`src/rtl/icache_responder.sv`:
```
// Direct-mapped instruction cache (16-byte lines) returning the 32-bit window at any halfword PC.
// Optional performance counters are built when ICACHE_PERF_EN is defined.
module icache_responder #(
   parameter int INDEX_BITS = 4
) (
   input  logic        clk_in,
   input  logic        rst_in,
   input  logic        rdy_in,
   input  logic        to_icache,
   input  logic [31:0] pc_to_icache,
   output logic        have_result,
   output logic [31:0] inst_from_icache,
   output logic        mc_req,
   output logic [31:0] mc_addr,
   input  logic        mc_valid,
   input  logic [31:0] mc_data,
   output logic [31:0] hit_count,
   output logic [31:0] miss_count
);

   // state    | meaning
   // S_IDLE   | waiting for a fetch request; resident windows answered here
   // S_FILL   | streaming four beats of one line from the memory controller
   // S_LOOKUP | re-checking the latched PC after a fill completes

   localparam int LINES = 1 << INDEX_BITS;
   localparam int TAG_W = 28 - INDEX_BITS;

   typedef enum logic [1:0] {
      S_IDLE   = 2'd0,
      S_FILL   = 2'd1,
      S_LOOKUP = 2'd2
   } state_t;

   state_t state_q, state_d;

   logic [LINES-1:0]  valid_q;
   logic [TAG_W-1:0]  tag_q  [LINES];
   logic [127:0]      data_q [LINES];
   logic [31:1]       pc_q;
   logic [1:0]        beat_q;
   logic [27:0]       fill_line_q;
   logic              have_result_q;
   logic [31:0]       inst_q;

   logic [31:1]           eval_pc;
   logic [27:0]           line0, line1, miss_line;
   logic [INDEX_BITS-1:0] idx0, idx1, fill_idx, miss_idx;
   logic                  hit0, hit1;
   logic [2:0]            hw_off;
   logic [127:0]          data0, data1;
   logic [15:0]           win_lo, win_hi;
   logic                  resident;
   logic                  respond, start_fill, beat_in;

   logic unused_pc0;
   assign unused_pc0 = pc_to_icache[0];

   // IDLE looks at the live request; LOOKUP re-examines the latched one
   assign eval_pc  = (state_q == S_IDLE) ? pc_to_icache[31:1] : pc_q;
   assign line0    = eval_pc[31:4];
   assign line1    = line0 + 28'd1;
   assign idx0     = line0[INDEX_BITS-1:0];
   assign idx1     = line1[INDEX_BITS-1:0];
   assign hit0     = valid_q[idx0] && (tag_q[idx0] == line0[27:INDEX_BITS]);
   assign hit1     = valid_q[idx1] && (tag_q[idx1] == line1[27:INDEX_BITS]);
   assign hw_off   = eval_pc[3:1];
   assign data0    = data_q[idx0];
   assign data1    = data_q[idx1];
   assign fill_idx = fill_line_q[INDEX_BITS-1:0];
   assign miss_idx = miss_line[INDEX_BITS-1:0];
   assign beat_in  = (state_q == S_FILL) && mc_valid;

   // A compressed halfword at offset 7 never needs the following line
   always_comb begin
      win_lo    = data0[{hw_off, 4'b0000} +: 16];
      win_hi    = '0;
      resident  = hit0;
      miss_line = line0;
      if (hw_off != 3'd7) begin
         win_hi = data0[{hw_off + 3'd1, 4'b0000} +: 16];
      end else if (win_lo[1:0] == 2'b11) begin
         win_hi   = data1[15:0];
         resident = hit0 && hit1;
         if (hit0) miss_line = line1;
      end
   end

   always_ff @(posedge clk_in or negedge rst_in) begin
      if (!rst_in) state_q <= S_IDLE;
      else if (rdy_in) state_q <= state_d;
   end

   always_comb begin
      state_d    = state_q;
      respond    = 1'b0;
      start_fill = 1'b0;
      case (state_q)
         S_IDLE: begin
            if (to_icache) begin
               if (resident) begin
                  respond = 1'b1;
               end else begin
                  start_fill = 1'b1;
                  state_d    = S_FILL;
               end
            end
         end
         S_FILL: begin
            if (mc_valid && (beat_q == 2'd3)) state_d = S_LOOKUP;
         end
         S_LOOKUP: begin
            if (resident) begin
               respond = 1'b1;
               state_d = S_IDLE;
            end else begin
               start_fill = 1'b1;
               state_d    = S_FILL;
            end
         end
         default: state_d = S_IDLE;
      endcase
   end

   always_ff @(posedge clk_in or negedge rst_in) begin
      if (!rst_in) begin
         valid_q       <= '0;
         pc_q          <= '0;
         beat_q        <= '0;
         fill_line_q   <= '0;
         have_result_q <= 1'b0;
         inst_q        <= '0;
      end else if (rdy_in) begin
         have_result_q <= respond;
         if (respond) inst_q <= {win_hi, win_lo};
         if ((state_q == S_IDLE) && to_icache) pc_q <= pc_to_icache[31:1];
         // the victim line goes invalid until its last beat lands
         if (start_fill) begin
            fill_line_q        <= miss_line;
            valid_q[miss_idx]  <= 1'b0;
         end
         if (beat_in) begin
            beat_q <= beat_q + 2'd1;
            if (beat_q == 2'd3) valid_q[fill_idx] <= 1'b1;
         end
      end
   end

   always_ff @(posedge clk_in) begin
      if (rdy_in && beat_in) begin
         data_q[fill_idx][{beat_q, 5'b00000} +: 32] <= mc_data;
         if (beat_q == 2'd3) tag_q[fill_idx] <= fill_line_q[27:INDEX_BITS];
      end
   end

   assign have_result      = have_result_q;
   assign inst_from_icache = inst_q;
   assign mc_req           = (state_q == S_FILL);
   assign mc_addr          = {fill_line_q, 4'b0000};

`ifdef ICACHE_PERF_EN
   logic [31:0] hit_q, miss_q;

   always_ff @(posedge clk_in or negedge rst_in) begin
      if (!rst_in) begin
         hit_q  <= '0;
         miss_q <= '0;
      end else if (rdy_in) begin
         if (respond && (state_q == S_IDLE) && (hit_q != 32'hFFFF_FFFF)) hit_q <= hit_q + 32'd1;
         if (start_fill && (miss_q != 32'hFFFF_FFFF)) miss_q <= miss_q + 32'd1;
      end
   end

   assign hit_count  = hit_q;
   assign miss_count = miss_q;
`else
   assign hit_count  = '0;
   assign miss_count = '0;
`endif

endmodule
```
`config.mk`:
```
export PLATFORM = sky130hd
export DESIGN_NAME = icache_responder
export DESIGN_NICKNAME = d
export VERILOG_FILES = /design/src/rtl/icache_responder.sv
export SDC_FILE = /design/constraint.sdc
export NUM_CORES = 2
export LEC_CHECK = 0
export CAP_MARGIN = 5
export CORE_UTILIZATION = 45
export CTS_CLUSTER_DIAMETER = 100
export DETAILED_ROUTE_END_ITERATION = 16
export PLACE_DENSITY_LB_ADDON = 0.12
export SETUP_SLACK_MARGIN = 0.15
export SLEW_MARGIN = 20
export SYNTH_ARGS = -nofsm -noshare
export SYNTH_HDL_FRONTEND = slang
export SYNTH_SLANG_ARGS = --single-unit
```
`constraint.sdc`:
```
create_clock -name clk_in -period 8.5 [get_ports clk_in]
set_clock_uncertainty 0.2 [all_clocks]
set_input_delay 1.7 -clock clk_in [delete_from_list [all_inputs] [get_ports clk_in]]
set_output_delay 1.7 -clock clk_in [all_outputs]
set_load 0.005 [all_outputs]
```
; After elaboration in Yosys (flattened, before gate mapping)
; Memory sizes are Yosys's and may differ from the RTL's.
; Index checks and enable logic that the tools add are counted.
[op_classes]
addsub = 4
order_cmp = 6
n_eq_ne = 10
n_shift = 4
n_mux = 36
bitwise = 3
n_reduce_logical = 15
[op_table]
columns = cell, n
row1 = indexed part select 128 x 8 -> 16 bit, 2
row2 = two-way mux 128 bit, 1
row3 = "variable shift 32 x 9 -> 128 bit, first input constant", 1
row4 = indexed part select 32 x 9 -> 128 bit, 1
row5 = two-way mux 16 bit, 6
row6 = two-way mux 28 bit, 3
row7 = equality test 24 bit, 2
row8 = two-way mux 31 bit, 1
row9 = "adder 28 x 1 -> 28 bit, second input constant", 1
row10 = "< comparator 4 x 5 -> 1 bit, second input constant", 4
row11 = bitwise AND 16 bit, 1
row12 = inverter 16 bit, 1
row13 = OR 16 bit, 1
row14 = two-way mux 1 bit, 15
row15 = logical AND 1 bit, 9
row16 = negator 7 -> 9 bit, 1
row17 = binary-select mux 1 bit (select 4 bit), 2
row18 = demux 1 bit (select 4 bit), 2
row19 = ">= comparator 4 x 1 -> 1 bit, second input constant", 2
row20 = AND reduction 2 bit, 4
row21 = "equality test 2 bit, second input constant", 3
row22 = two-way mux 2 bit, 3
row23 = case mux 2 bit (3 select lines), 1
row24 = "!= test 2 bit, second input constant", 2
row25 = other kinds (8), 9
[totals]
regBits = 112
ram_bits = 2432
out_inout_bits = 130
memories = 2
[memory_table]
columns = memory, depth, word_bits, rd, rd_clocked_by_memory_dff, wr, line_no
row1 = data_q, 16, 128, 2, 0, 1, 39  ; logic [127:0] data_q [LINES];
row2 = tag_q, 16, 24, 2, 0, 1, 38  ; logic [TAG_W-1:0] tag_q [LINES];

; Logic depth before layout (Yosys ltp)
[depth]
word_depth = 19
mapped_depth = 32
ltp_nobuf = 16

; Worst setup path before layout
; OpenSTA, ideal clock, no wires.
[synth_timing]
kind = input to register
start = input port pc_to_icache[4]
end = register inst_q[10], in the netlist inst_from_icache[10]
arrival_ns = 8.127
slack_ns = 0.048
path_stages = 30
n_path_buf = 17
path_cell_list = clkbuf_4 > nor3b_4 > nor2_8 > inv_6 > buf_8 > buf_6 > buf_4 > buf_2 > buf_2 > buf_2 > buf_2 > buf_2 > buf_2 > clkbuf_1 > ha_1 > buf_1 > clkbuf_1 > clkbuf_1 > clkbuf_1 > mux4_2 > a22oi_1 > nand2_1 > xnor2_1 > nor4_1 > nand4_1 > o41ai_4 > nand2b_1 > buf_2 > buf_6 > mux2_4
[synth_via]
elab_chain_cells = 12
word_cells_on_any_way = 21
[synth_lines]
columns = item, line_no
row1 = start: declaration, 10  ; input logic [31:0] pc_to_icache,
row2 = two-way mux 31 bit *, 60  ; assign eval_pc = (state_q == S_IDLE) ? pc_to_icache[31:1] : pc_q;
row3 = adder 28 x 1 -> 28 bit, 62  ; assign line1 = line0 + 28'd1;
row4 = memory (16 x 24 bit) / binary-select mux 1 bit (select 4 bit) (equally long branches), --
row5 = equality test 24 bit / two-way mux 1 bit (equally long branches), 66  ; assign hit1 = valid_q[idx1] && (tag_q[idx1] == line1[27:INDEX_BITS]);
row6 = logical AND 1 bit, 66
row7 = logical AND 1 bit, 84  ; resident = hit0 && hit1;
row8 = two-way mux 1 bit, 82  ; end else if (win_lo[1:0] == 2'b11) begin
row9 = two-way mux 1 bit, 80  ; if (hw_off != 3'd7) begin
row10 = two-way mux 1 bit, "101, 113"
row11 = two-way mux 1 bit, 100  ; if (to_icache) begin
row12 = case mux 1 bit (2 select lines), 98  ; case (state_q)
row13 = AND reduction 2 bit (no line), --
row14 = end signal: assignment, 135  ; if (respond) inst_q <= {win_hi, win_lo};
row15 = end: declaration, 44  ; logic [31:0] inst_q;
; Mark *: on every way between the ends. The rest lies on a longest branch, timed or not. The select of a mux whose other input is x is not followed.
; A chain may end at the register's enable or synchronous reset.

; Worst setup path after layout
[layout_timing]
start = input port pc_to_icache[4]
end = register fill_line_q[18]
[layout_via]
elab_chain_cells = 12
word_cells_on_any_way = 24
[layout_lines]
columns = item, line_no
row1 = two-way mux 31 bit *, 60
row2 = adder 28 x 1 -> 28 bit, 62
row3 = memory (16 x 24 bit) / binary-select mux 1 bit (select 4 bit) (equally long branches), --
row4 = equality test 24 bit / two-way mux 1 bit (equally long branches), 66
row5 = logical AND 1 bit, 66
row6 = logical AND 1 bit, 84
row7 = two-way mux 1 bit, 82
row8 = two-way mux 1 bit, 80
row9 = two-way mux 1 bit, "101, 113"
row10 = two-way mux 1 bit, 100
row11 = case mux 1 bit (2 select lines), 98
row12 = AND reduction 2 bit (no line), --
row13 = end signal: assignment, 139  ; fill_line_q <= miss_line;
row14 = end: declaration, 42  ; logic [27:0] fill_line_q;
; Marks and branches as above.

==> flow_summary_export.csv <==
group,metric,value,unit
global_routing,grt_pass1_vias,72013,
clock_network,cts_tree,"built",
detailed_routing,firstDrtPassIters,6,
critical_path,worstSetupEndpointType,"flip-flop",
power,p_sw_frac,0.428,
clock_network,numCtsBuffers,294,
detailed_routing,avgViaCountPerCell,6.20,
detailed_routing,wire_per_inst,30.0,µm
detailed_routing,routed_wl,376000,µm
critical_path,required,9130,ps
critical_path,cp.arrival,7530,ps
detailed_routing,num_vias,77830,
floorplan,fp.coreArea,249000,µm²
sta,worst_pin_slew,1180,ps
synthesis,yosysWarningCount,0,
floorplan,die_h,503,µm
worst_hold_path,hold_path_end,"pc_q[24]$_DFFE_PN0P_",
worst_hold_path,hp-class,"reg -> reg",
clock_network,postCtsSetupBuffers,0,
worst_hold_path,min_from,"pc_q[24]$_DFFE_PN0P_",
power,pwr-share-comb,0.472,
power,pwr-share-clk,0.229,
sta,timing.final.crit_share,0.812,
sta,setup_tns,0,ps
detailed_routing,drc,0,
clock_network,path_clk_slew,60,ps
power,power_switching,22.6,mW
critical_path,crit_type,"in -> reg",
power,ir_drop,0.000449,V
power,p_per_area,413,nW/µm²
detailed_routing,drt_iter0_markers,9408,
synthesis,synth_seq_area_share,0.671,
clock_network,cts_max_path_buffers,4,
synthesis,synthArstFlopShare,0.0440,
placed_design,gp_congestion,0.902,
synthesis,synthFlopType,"edfxtp_1",
sta,rsz0062_at_grt,"false",
global_routing,gr-total-overflow,0,
critical_path,worst_setup_path_start_kind,"input pin",
synthesis,synth_top_area_cell,"edfxtp_1",
cells_and_area,final_area,128000,µm²
synthesis,synth_edf_count,2432,
synthesis,synth_cell_types,107,
critical_path,worst-r2r-setup-slack,1910,ps
global_routing,grt_max_degree,157,
sta,hold_viol,0,
detailed_routing,ant_nets,0,
synthesis,synthCells,8963,
cells_and_area,drive_gt1_frac,0.126,
run,cap_violations,0,
synthesis,synth_area_leaders,"edfxtp_1, nand2_1, nand3_1",
critical_path,rr_worst_depth,20,
clock_network,cts_root_buf,"clkbuf_16",
synthesis,ys_ff_latch,2544,
sta,finalSetupViolations,0,
floorplan,dieArea,253000,µm²
global_routing,antenna_found_initial,28,
floorplan,ios,199,
clock_network,cts_sinks,2544,
sta,maxSlewViolCount,0,
clock_network,htreeDepth,5,
power,seqPwrFrac,0.299,
synthesis,synth_top_area_share,0.646,
worst_hold_path,hold_depth,1,
power,leakage,44.4,nW
synthesis,syn_area,113000,µm²
placed_design,dpl.hpwl,212000,µm
outcome,status,"finished, final reports clean",
floorplan,die_x,503,µm
synthesis,avgSynthCellArea,12.6,µm²
cells_and_area,area_growth,12.9,%
critical_path,regToRegStartpoint,"state_q[0]$_DFFE_PN0P_",
global_routing,grt_pass1_wl,530000,µm
floorplan,rows,183,
global_routing,grt_use_total,0.293,
critical_path,rr_endpoint,"fill_line_q[18]$_DFFE_PN0P_",
power,p_int,30.2,mW
sta,period_needed,6900,ps
sta,slew_headroom,0.212,
cells_and_area,fin_nets,9062,
clock_network,cts_resized,0,
placed_design,placed_cell_area,119000,µm²
sta,max_freq,145,MHz
critical_path,path_max_fanout,29,
clock_network,cts_hold_buf,0,
placed_design,port_buffers,129,
clock_network,clk_latency,960,ps
floorplan,start_util,0.454,
[worst max path at each step]
stage / startpoint / end / slack, ps
floorplan: pc_to_icache[4] / inst_from_icache[10]$_DFFE_PN0P_ / 160
global placement: pc_to_icache[4] / fill_line_q[18]$_DFFE_PN0P_ / 840
detailed placement: pc_to_icache[4] / fill_line_q[18]$_DFFE_PN0P_ / 830
CTS: pc_to_icache[4] / fill_line_q[18]$_DFFE_PN0P_ / 1810
global route: pc_to_icache[4] / fill_line_q[18]$_DFFE_PN0P_ / 1530
finish: pc_to_icache[4] / fill_line_q[18]$_DFFE_PN0P_ / 1600
[cell usage in the layout, fill, tap and decap left out, types with 23 or more instances in the layout]
cell type / synthesis / final
edfxtp_1: 2432 / 2432
nand2_1: 2222 / 2219
nand3_1: 1044 / 1044
clkbuf_16: 0 / 301
a311oi_1: 266 / 266
mux2i_1: 258 / 255
nor2_1: 290 / 225
buf_4: 88 / 220
and3_1: 189 / 188
mux4_2: 143 / 143
and2_1: 138 / 138
clkdlybuf4s50_1: 0 / 127
a31o_2: 116 / 116
dfrtp_1: 112 / 109
a21oi_1: 87 / 87
mux2_2: 82 / 82
o21ai_0: 76 / 75
nor2_4: 1 / 69
nor3_1: 69 / 68
conb_1: 1 / 68
a211oi_1: 68 / 66
clkbuf_1: 431 / 66
xnor2_1: 65 / 63
clkinv_1: 0 / 49
clkinv_2: 0 / 48
a22oi_1: 38 / 38
o211ai_1: 37 / 37
buf_12: 0 / 37
mux2_4: 29 / 29
inv_1: 27 / 27
nand4_1: 27 / 27
o31ai_1: 30 / 26
xor2_1: 26 / 26
diode_2: 0 / 23
or3_1: 23 / 23
o32ai_1: 23 / 23
[cells by family (layout without fill, tap and decap cells)]
kind of cell	after synthesis	count (layout)	synth area share
other	1	91	0.0000332
AO/OA/AOI/OAI	951	951	0.0664
flip-flops	2544	2544	0.671
buffers and inverters	756	921	0.0307
multiplexers	517	517	0.0639
AND/OR/NAND/NOR	4096	4096	0.161
XOR/XNOR	91	91	0.00705
adder cells (fa/ha/maj)	7	7	0.000774
[state kept, by name, summed over array words and instances (netlist names)]
name and count:
tag_q 384, have_result 1, data_q 2048, beat_q 2
pc_q 31, inst_from_icache 32, state_q 2, valid_q 16
fill_line_q 28
[per-layer routing]
metal	wire length [µm]	share of wire	track usage
met4	12900	0.034	0.103
met2	175000	0.47	0.458
met3	33300	0.089	0.0485
met1	155000	0.41	0.413
met5	41	0.00011	0
[power by group through the flow]
| stage | sequential (mW) | combinational (mW) | clock [mW] |
|---|---|---|---|
| 6_report | 15.8 | 24.9 | 12.1 |
| 5_1_grt | 15.8 | 26.2 | 12.7 |
| 4_1_cts | 15.8 | 24.6 | 12.2 |
| 3_5_place_dp | 16.0 | 24.5 | 0 |
| 3_3_place_gp | 16.0 | 24.3 | 0 |
| 2_1_floorplan | 15.7 | 15.4 | 0 |
[cells in the mapped netlist (all sizes together), types with 26 or more instances]
cell type  count
nand4         27
nand2       2222
mux2i        260
a22oi         41
nand3       1045
buf          293
o21ai         80
nor3          69
o31ai         30
a311oi       266
dfrtp        112
a21oi         89
a31o         116
inv           31
o211ai        39
nor2         299
xnor2         65
clkbuf       432
a211oi        69
and2         138
mux2         114
mux4         143
and3         189
edfxtp      2432
xor2          26
[critical path, stage by stage]
cell             delay, ps
clkdlybuf4s50_1        590
nor3b_4                250
buf_4                  240
nor2_8                 230
clkinv_16              180
ha_4                   220
nor3_1                 480
nor2_4                 200
buf_4                  270
nor2_1                 170
buf_4                  330
a22oi_1                230
and3_1                 190
or4_1                  610
nor4_1                 200
nand4_1                210
o41ai_4                370
buf_4                  230
nor2_4                  50
buf_12                 190
mux2_1                 320
[per-stage QoR]
stage / power [mW] / cells / setup WS [ps] / util / hold WS (ps)
final: 52.8 / 12548 / 1600 / 0.512 / 306
after global routing: 54.7 / 12527 / 1530 / 0.512 / 324
after detailed placement: 40.6 / 12020 / 830 / 0.476 / 296
after global placement: 40.3 / 12020 / 840 / 0.476 / 285
after CTS: 52.6 / 12525 / 1810 / 0.512 / 307
after floorplan: 31.1 / 9030 / 158 / - / 274
[cell type report]
cell class / count / area, µm²
flip-flops and latches: 2544 / 75800
clock inverters: 125 / 1070
fillers: 21229 / 121000
well taps: 3330 / 4170
multi-input cells: 5730 / 34700
inverters: 31 / 153
clock buffers: 380 / 7960
diodes: 23 / 57.6
repair buffers: 385 / 3670
Note: power is estimated with default switching activity, not from simulation.
